**config.mk**
```make
export PLATFORM = sky130hd
export DESIGN_NAME = cache_fill_ctrl
export DESIGN_NICKNAME = d
export VERILOG_FILES = /design/src/rtl/cache_fill_ctrl.sv
export SDC_FILE = /design/constraint.sdc
export NUM_CORES = 1
export LEC_CHECK = 0
export BUFFER_PORTS_ARGS = -buffer_cell sky130_fd_sc_hd__buf_2
export CORE_MARGIN = 2
export CORE_UTILIZATION = 48
export CTS_BUF_LIST = sky130_fd_sc_hd__clkbuf_8
export DETAILED_ROUTE_END_ITERATION = 8
export GPL_ROUTABILITY_DRIVEN = 1
export HOLD_SLACK_MARGIN = 0.15
export PLACE_DENSITY_LB_ADDON = 0.08
export SLEW_MARGIN = 20
export SYNTH_ARGS = -nofsm -noshare
export SYNTH_HDL_FRONTEND = slang
export SYNTH_SLANG_ARGS = --single-unit
```
**constraint.sdc**
```tcl
create_clock -name clk -period 4.1 [get_ports clk]
set_clock_uncertainty 0.1 [all_clocks]
set_input_delay 0 -clock clk [delete_from_list [all_inputs] [get_ports clk]]
set_output_delay 0 -clock clk [all_outputs]
set_load 0.005 [all_outputs]
```
**src/rtl/cache_fill_ctrl.sv**
```systemverilog
// Cache miss-fill controller: stalls the pipeline on a miss and refills the whole block
// from fixed-latency pipelined memory, writing each returned word and then the tag.
module cache_fill_ctrl #(
    parameter int WORDS   = 8,
    parameter int MEM_LAT = 4
) (
    input  logic                     clk,
    input  logic                     rst,
    input  logic                     miss_detected,
    input  logic [15:0]              miss_address,
    input  logic                     memory_data_valid,
    input  logic [15:0]              memory_data,
    output logic                     fsm_busy,
    output logic                     memory_read_en,
    output logic [15:0]              memory_address,
    output logic                     write_data_array,
    output logic [$clog2(WORDS)-1:0] word_index,
    output logic [15:0]              fill_data,
    output logic                     write_tag_array
);
    // state | meaning
    // IDLE  | no fill in progress; busy follows miss_detected so the miss cycle already stalls
    // FILL  | issuing block reads and writing returned words until the last word lands

    localparam int IDX_W = $clog2(WORDS);
    localparam int OFF_W = $clog2(2 * WORDS);

    localparam logic [IDX_W:0]   ISSUE_MAX = (IDX_W + 1)'(WORDS);
    localparam logic [IDX_W:0]   ISSUE_ONE = (IDX_W + 1)'(1);
    localparam logic [IDX_W-1:0] RECV_LAST = IDX_W'(WORDS - 1);
    localparam logic [IDX_W-1:0] RECV_ONE  = IDX_W'(1);

    if (WORDS < 2 || (WORDS & (WORDS - 1)) != 0 || MEM_LAT < 1) begin : g_param_check
        $error("cache_fill_ctrl: WORDS must be a power of 2 >= 2 and MEM_LAT >= 1");
    end

    typedef enum logic {
        IDLE = 1'b0,
        FILL = 1'b1
    } state_t;

    state_t           r_state;
    state_t           w_next_state;
    logic [15:0]      r_base;
    logic [IDX_W:0]   r_issue_cnt;
    logic [IDX_W-1:0] r_recv_cnt;

    logic             w_issue;
    logic             w_recv;
    logic             w_last;
    logic [15:0]      w_offset;

    // Issue and receive counters advance independently; overlap is the normal case.
    assign w_issue  = (r_state == FILL) && (r_issue_cnt < ISSUE_MAX);
    assign w_recv   = (r_state == FILL) && memory_data_valid;
    assign w_last   = w_recv && (r_recv_cnt == RECV_LAST);
    assign w_offset = 16'(r_issue_cnt) << 1;

    assign fill_data = memory_data;

    always_ff @(posedge clk or posedge rst) begin
        if (rst) begin
            r_state     <= IDLE;
            r_base      <= '0;
            r_issue_cnt <= '0;
            r_recv_cnt  <= '0;
        end else begin
            r_state <= w_next_state;
            if (r_state == IDLE) begin
                if (miss_detected) begin
                    r_base      <= {miss_address[15:OFF_W], {OFF_W{1'b0}}};
                    r_issue_cnt <= '0;
                    r_recv_cnt  <= '0;
                end
            end else begin
                if (w_issue) begin
                    r_issue_cnt <= r_issue_cnt + ISSUE_ONE;
                end
                if (w_recv) begin
                    r_recv_cnt <= r_recv_cnt + RECV_ONE;
                end
            end
        end
    end

    always_comb begin
        w_next_state     = r_state;
        fsm_busy         = 1'b0;
        memory_read_en   = 1'b0;
        memory_address   = r_base;
        write_data_array = 1'b0;
        word_index       = r_recv_cnt;
        write_tag_array  = 1'b0;
        case (r_state)
            IDLE: begin
                // Gated by rst so a miss seen while reset is held cannot raise the stall.
                fsm_busy = miss_detected & ~rst;
                if (miss_detected) begin
                    w_next_state = FILL;
                end
            end
            FILL: begin
                fsm_busy         = 1'b1;
                memory_read_en   = w_issue;
                memory_address   = r_base + w_offset;
                write_data_array = w_recv;
                write_tag_array  = w_last;
                if (w_last) begin
                    w_next_state = IDLE;
                end
            end
            default: w_next_state = IDLE;
        endcase
    end

endmodule

```
==> flow_metrics.tcl, run 1 <==
set metrics [dict create \
    dieArea_um2 3009 \
    p_switching_uw 337.7 \
    drt.antenna.violating_nets 0 \
    die_h_um 54.85 \
    viasPerCell 4.853 \
    cp.required_ns 4.00 \
    fmax_ghz 0.5280 \
    htree_levels 1 \
    area_growth_pct 35.89 \
    grt_use_total 0.1787 \
    fin_util 0.6871 \
    p_int_uw 650.1 \
    rsz0062_at_grt "no" \
    min_path_type "primary input to async pin" \
    routed_wl_um 2498 \
    fin_setup_tns_ns 0 \
    coreArea_um2 2455 \
    whs_ns 0.3269 \
    combPwrFrac 0.456 \
    cp_max_fo 4 \
    first_pass_iters 3 \
    grt_max_degree 22 \
    dr_total_vias 956 \
    p_leak_uw 0.0008082 \
    num_rows 18 \
    cts_buffer_depth 2 \
    critPathLaunchType "flip-flop" \
    synth_warnings 0 \
    async_flop_share 1.000 \
    drc 0 \
    wl_per_cell_um 12.68 \
    synth_cells 114 \
    vdd_drop_max_mv 0.4104 \
    antenna_found_initial 0 \
    p_seq_frac 0.396 \
    dpl.hpwl_um 1720 \
    nFillCells 208 \
    synth_nets 155 \
    tightest_slew_ns 0.7663 \
    chipWidth_um 54.85 \
    switching_share 0.3419 \
    clockRootBuffer "clkbuf_8" \
    placed_area_um2 1311 \
    synth_seq_cells 20 \
    cp.arrival_ns 1.79 \
    cp-end-kind "output port" \
    period_share 0.4620 \
    cts_tree "yes" \
    finalMaxSlewViolations 0 \
    cts.repair.resized 0 \
    grt_pass1_vias 896 \
    ys_seq_area_frac 0.4032 \
    avgSynthCellArea_um2 10.89 \
    clkTransAtPathRegs_ns 0.07 \
    relSlewSlack 0.4885 \
    cts_sinks 20 \
    drtIter0Drc 6 \
    synth_edf_count 0 \
    max-cap-violations 0 \
    initial_core_util 0.5056 \
    hold_viol 0 \
    nets 209 \
    clk_latency_ns 0.25 \
    setup_violations 0 \
    synth_area_um2 1241 \
    synth_cell_type_count 28 \
    post_cts_buffers 0 \
    criticalPathCategory "flip-flop to output port" \
    io_pins 75 \
    n_antenna_cell 0 \
    grt_first_pass_wirelength_um 3829 \
    status "complete, no violations" \
    power_density_nw_per_um2 585.7 \
    postCtsHoldBufs 32 \
    synthFlopType "dfrtp_1" \
    stdcell_area_um2 1687 \
    drive_gt1_frac 0.3533 \
    period_minus_slack_ns 1.894 \
    grt-ovfl-total 0 \
    gp_congestion 0.6526 \
    cts_buffers 3 \
    p_clk_frac 0.148 \
    portBuffers 37 \
]
-- state kept, by name (all words and copies together), names as in the netlist --
signal / count
r_base: 12
r_issue_cnt: 4
r_state: 1
word_index: 3
-- per-stage QoR --
stage	total power [uW]	std cells	setup WS [ns]
2_1_floorplan	672.7	114	2.753
3_3_place_gp	806.0	161	2.483
3_5_place_dp	824.3	161	2.475
4_1_cts	1001	197	2.188
5_1_grt	1078	197	2.041
6_report	987.8	197	2.206
-- critical path: stages, from the launching register on --
cell	delay [ns]
dfrtp_1	0.41
ha_1	0.21
ha_1	0.20
nand3_1	0.14
nor3_1	0.30
xnor2_1	0.15
buf_2	0.13
-- synthesized netlist by cell type (all sizes together), types with 2 or more instances --
master	n	area [um^2]
ha	5	62.56
inv	3	11.26
and2	4	25.02
nor3	4	20.02
mux2	14	172.7
buf	21	160.2
o21ai	2	10.01
nand2	5	18.77
xnor2	5	43.79
dfrtp	20	500.5
nor2	7	26.28
xor2	6	52.55
a22o	3	26.28
nand4	3	25.02
nand3	4	25.02
-- layout by cell type (no fill, tap or decap), drive strengths merged --
cell type     n
buf          38
ha            5
nor2          7
o21ai         2
a21o          1
and2          4
inv           3
clkbuf        4
nand2         5
xnor2         5
and3          1
and2b         1
conb          1
nand3         4
xor2          6
mux2         14
nand4         3
dfrtp        20
nor2b         1
a22o          3
nor3          4
mux2i         1
dlygate4sd3  32
nand3b        1
nor4          1
-- power groups by stage --
stage	Clock, uW	Combinational, uW	Sequential, uW
after floorplan	0	302	370
after global placement	0	417	389
after detailed placement	0	430	394
after CTS	149	460	392
after global routing	162	507	410
final	146	451	391
-- final cells by class --
| class | count | area, um^2 | area share |
|---|---|---|---|
| Multi-Input combinational cell | 70 | 569.3 | 0.3375 |
| Timing Repair Buffer | 70 | 513.0 | 0.3042 |
| Sequential cell | 20 | 500.5 | 0.2967 |
| Clock buffer | 4 | 55.05 | 0.03264 |
| Tap cell | 30 | 37.54 | 0.02226 |
| Inverter | 3 | 11.26 | 0.006677 |
-- worst paths after layout --
check,start,to,slack [ns],depth (start not counted)
max,r_issue_cnt[3],memory_address[14],2.21,6
min,rst,r_base[12],0.33,3
max reg2reg,word_index[0],r_state,2.35,5
min reg2reg,word_index[1],word_index[1],0.43,1
max in group asynchronous,rst,word_index[2],3.09,3
min in group clk,miss_address[14],r_base[14],0.40,4
-- cells by family after synthesis --
family	synth area share
xor+xnor	0.07762
other cells	0.003021
flops	0.4032
mux	0.1472
compound gates	0.03529
fa+ha+maj	0.05040
simple gates	0.1452
buf+inv	0.1381
-- layer usage --
layer / up-vias / track usage / share of wire
met5: - / 0 / 0
met4: 0 / 0.05000 / 0.0040
met3: 2 / 0.01639 / 0.056
met2: 37 / 0.3373 / 0.53
met1: 442 / 0.2114 / 0.41
li1: 475 / - / -
Note: power is estimated with default switching activity, not from simulation.
==> inputs of run 2 (changes only) <==
--- a/config.mk
+++ b/config.mk
@@ -7,7 +7,7 @@
 export LEC_CHECK = 0
 export BUFFER_PORTS_ARGS = -buffer_cell sky130_fd_sc_hd__buf_2
 export CORE_MARGIN = 2
-export CORE_UTILIZATION = 48
+export CORE_UTILIZATION = 44
 export CTS_BUF_LIST = sky130_fd_sc_hd__clkbuf_8
 export DETAILED_ROUTE_END_ITERATION = 8
 export GPL_ROUTABILITY_DRIVEN = 1
==> constraint.sdc (replaced) <==
create_clock -name clk -period 1.75 [get_ports clk]
set_clock_uncertainty 0.1 [all_clocks]
set_input_delay 0 -clock clk [delete_from_list [all_inputs] [get_ports clk]]
set_output_delay 0 -clock clk [all_outputs]
set_load 0.005 [all_outputs]
==> run 2 against run 1 <==
Net effect: non-clock buffer count up 10; sequential power up 130%; total power increased by 150%; critical path type unchanged; critical endpoint is now memory_address[15].
==> flow_metrics.tcl, run 2 (synthesis results as in run 1) <==
set metrics [dict create \
    stdcell_area_um2 1809 \
    nets 219 \
    cts_buffer_depth 2 \
    grt_use_total 0.1717 \
    min_path_type "primary input to async pin" \
    cp_max_fo 9 \
    clkTransAtPathRegs_ns 0.07 \
    drc 0 \
    whs_ns 0.2947 \
    clockRootBuffer "clkbuf_8" \
    drt.antenna.violating_nets 0 \
    gp_congestion 0.7626 \
    chipWidth_um 57.11 \
    die_h_um 57.11 \
    critPathLaunchType "flip-flop" \
    layout_commonest_cell "buf_2" \
    grt_first_pass_wirelength_um 4353 \
    layout_common_cells "37 x buf_2, 31 x dlygate4sd3_1, 19 x dfrtp_1" \
    cp.arrival_ns 1.56 \
    wl_per_cell_um 13.30 \
    first_pass_iters 4 \
    fin_util 0.6676 \
    switching_share 0.3548 \
    initial_core_util 0.4580 \
    vdd_drop_max_mv 0.8069 \
    grt_pass1_vias 959 \
    fin_cells 207 \
    io_pins 75 \
    combPwrFrac 0.500 \
    period_minus_slack_ns 1.657 \
    cts_tree "yes" \
    largest_reg_flops 12 \
    power_density_nw_per_um2 1341 \
    num_rows 19 \
    clk_latency_ns 0.25 \
    grt_max_degree 21 \
    status "complete, no violations" \
    p_switching_uw 861.0 \
    p_leak_uw 0.0008526 \
    p_seq_frac 0.378 \
    p_clk_frac 0.122 \
    drive_gt1_frac 0.4375 \
    dr_total_vias 1017 \
    dieArea_um2 3262 \
    routed_wl_um 2754 \
    grt-ovfl-total 0 \
    area_growth_pct 45.77 \
    cp.required_ns 1.65 \
    r2r_start "r_state" \
    period_share 0.9471 \
    fin_setup_tns_ns 0 \
    dpl.cell_count 165 \
    dpl.hpwl_um 1773 \
    p_int_uw 1566 \
    hold_viol 0 \
    drtIter0Drc 8 \
    portBuffers 37 \
    fmax_ghz 0.6033 \
    regMostFlops "r_base" \
    startpoint "r_state" \
    max-cap-violations 0 \
    viasPerCell 4.913 \
    htree_levels 1 \
    cts_sinks 20 \
    r2r_cells 5 \
    finalMaxSlewViolations 0 \
    n_antenna_cell 0 \
    criticalPathCategory "flip-flop to output port" \
    coreArea_um2 2710 \
    antenna_found_initial 0 \
    placed_area_um2 1335 \
    cts_buffers 3 \
    cp-end-kind "output port" \
    setup_violations 0 \
]
==> run 2: area by class of cell <==
class | count | area [um^2]
tap | 31 | 38.79
sequential | 20 | 501.7
timing repair buffer | 80 | 589.3
inverter | 3 | 11.26
clock buffer | 3 | 41.29
multi-input combinational | 70 | 626.9
fill | 224 | 900.9
==> run 2: critical path: stages, from the launching register on <==
cell and delay [ns]:
dfrtp_2 0.39, buf_6 0.15, nand4_4 0.15, nor4_4 0.32, xor2_1 0.17, buf_2 0.13
==> run 2: what timing repair did <==
action | CTS | global route
buffers inserted | 1 | 7
hold endpoints to repair | 52 | 0
pin swaps | 1 | 4
hold buffers | 31 | 0
resized for setup | 3 | 9
endpoints found under the setup margin | 2 | 7
==> run 2: metrics by stage <==
stage	total power, uW	setup WS, ns
finish	2427	0.09252
floorplan	1576	0.4031
global placement	1918	0.2266
CTS	2345	0.001372
global route	2648	-0.01950
detailed placement	1943	0.2136
==> run 2: power groups by stage <==
stage               Combinational, uW  Sequential [uW]  Clock (uW)
detailed placement               1020              919           0
global route                     1360              955         333
floorplan                         708              868           0
finish                           1210              917         297
CTS                              1120              906         314
global placement                 1010              904           0
==> run 2: path summary, 6_finish.rpt <==
| path | endpoint | slack [ns] |
|---|---|---|
| worst min-delay path | r_base[10] | 0.29 |
| max in group asynchronous | r_state | 1.02 |
| min in group clk | r_base[14] | 0.40 |
| worst min register to register | r_base[15] | 0.43 |
| worst max-delay path | memory_address[15] | 0.09 |
| worst max register to register | r_base[5] | 0.11 |
==> run 2: metal layers <==
layer	part of all wire	wire length, um	track usage	vias to the layer above
met5	0	0	0	-
met4	0.0047	13	0.05980	0
met3	0.050	139	0.02721	2
met2	0.52	1441	0.3038	39
met1	0.42	1160	0.2122	487
li1	-	-	-	489
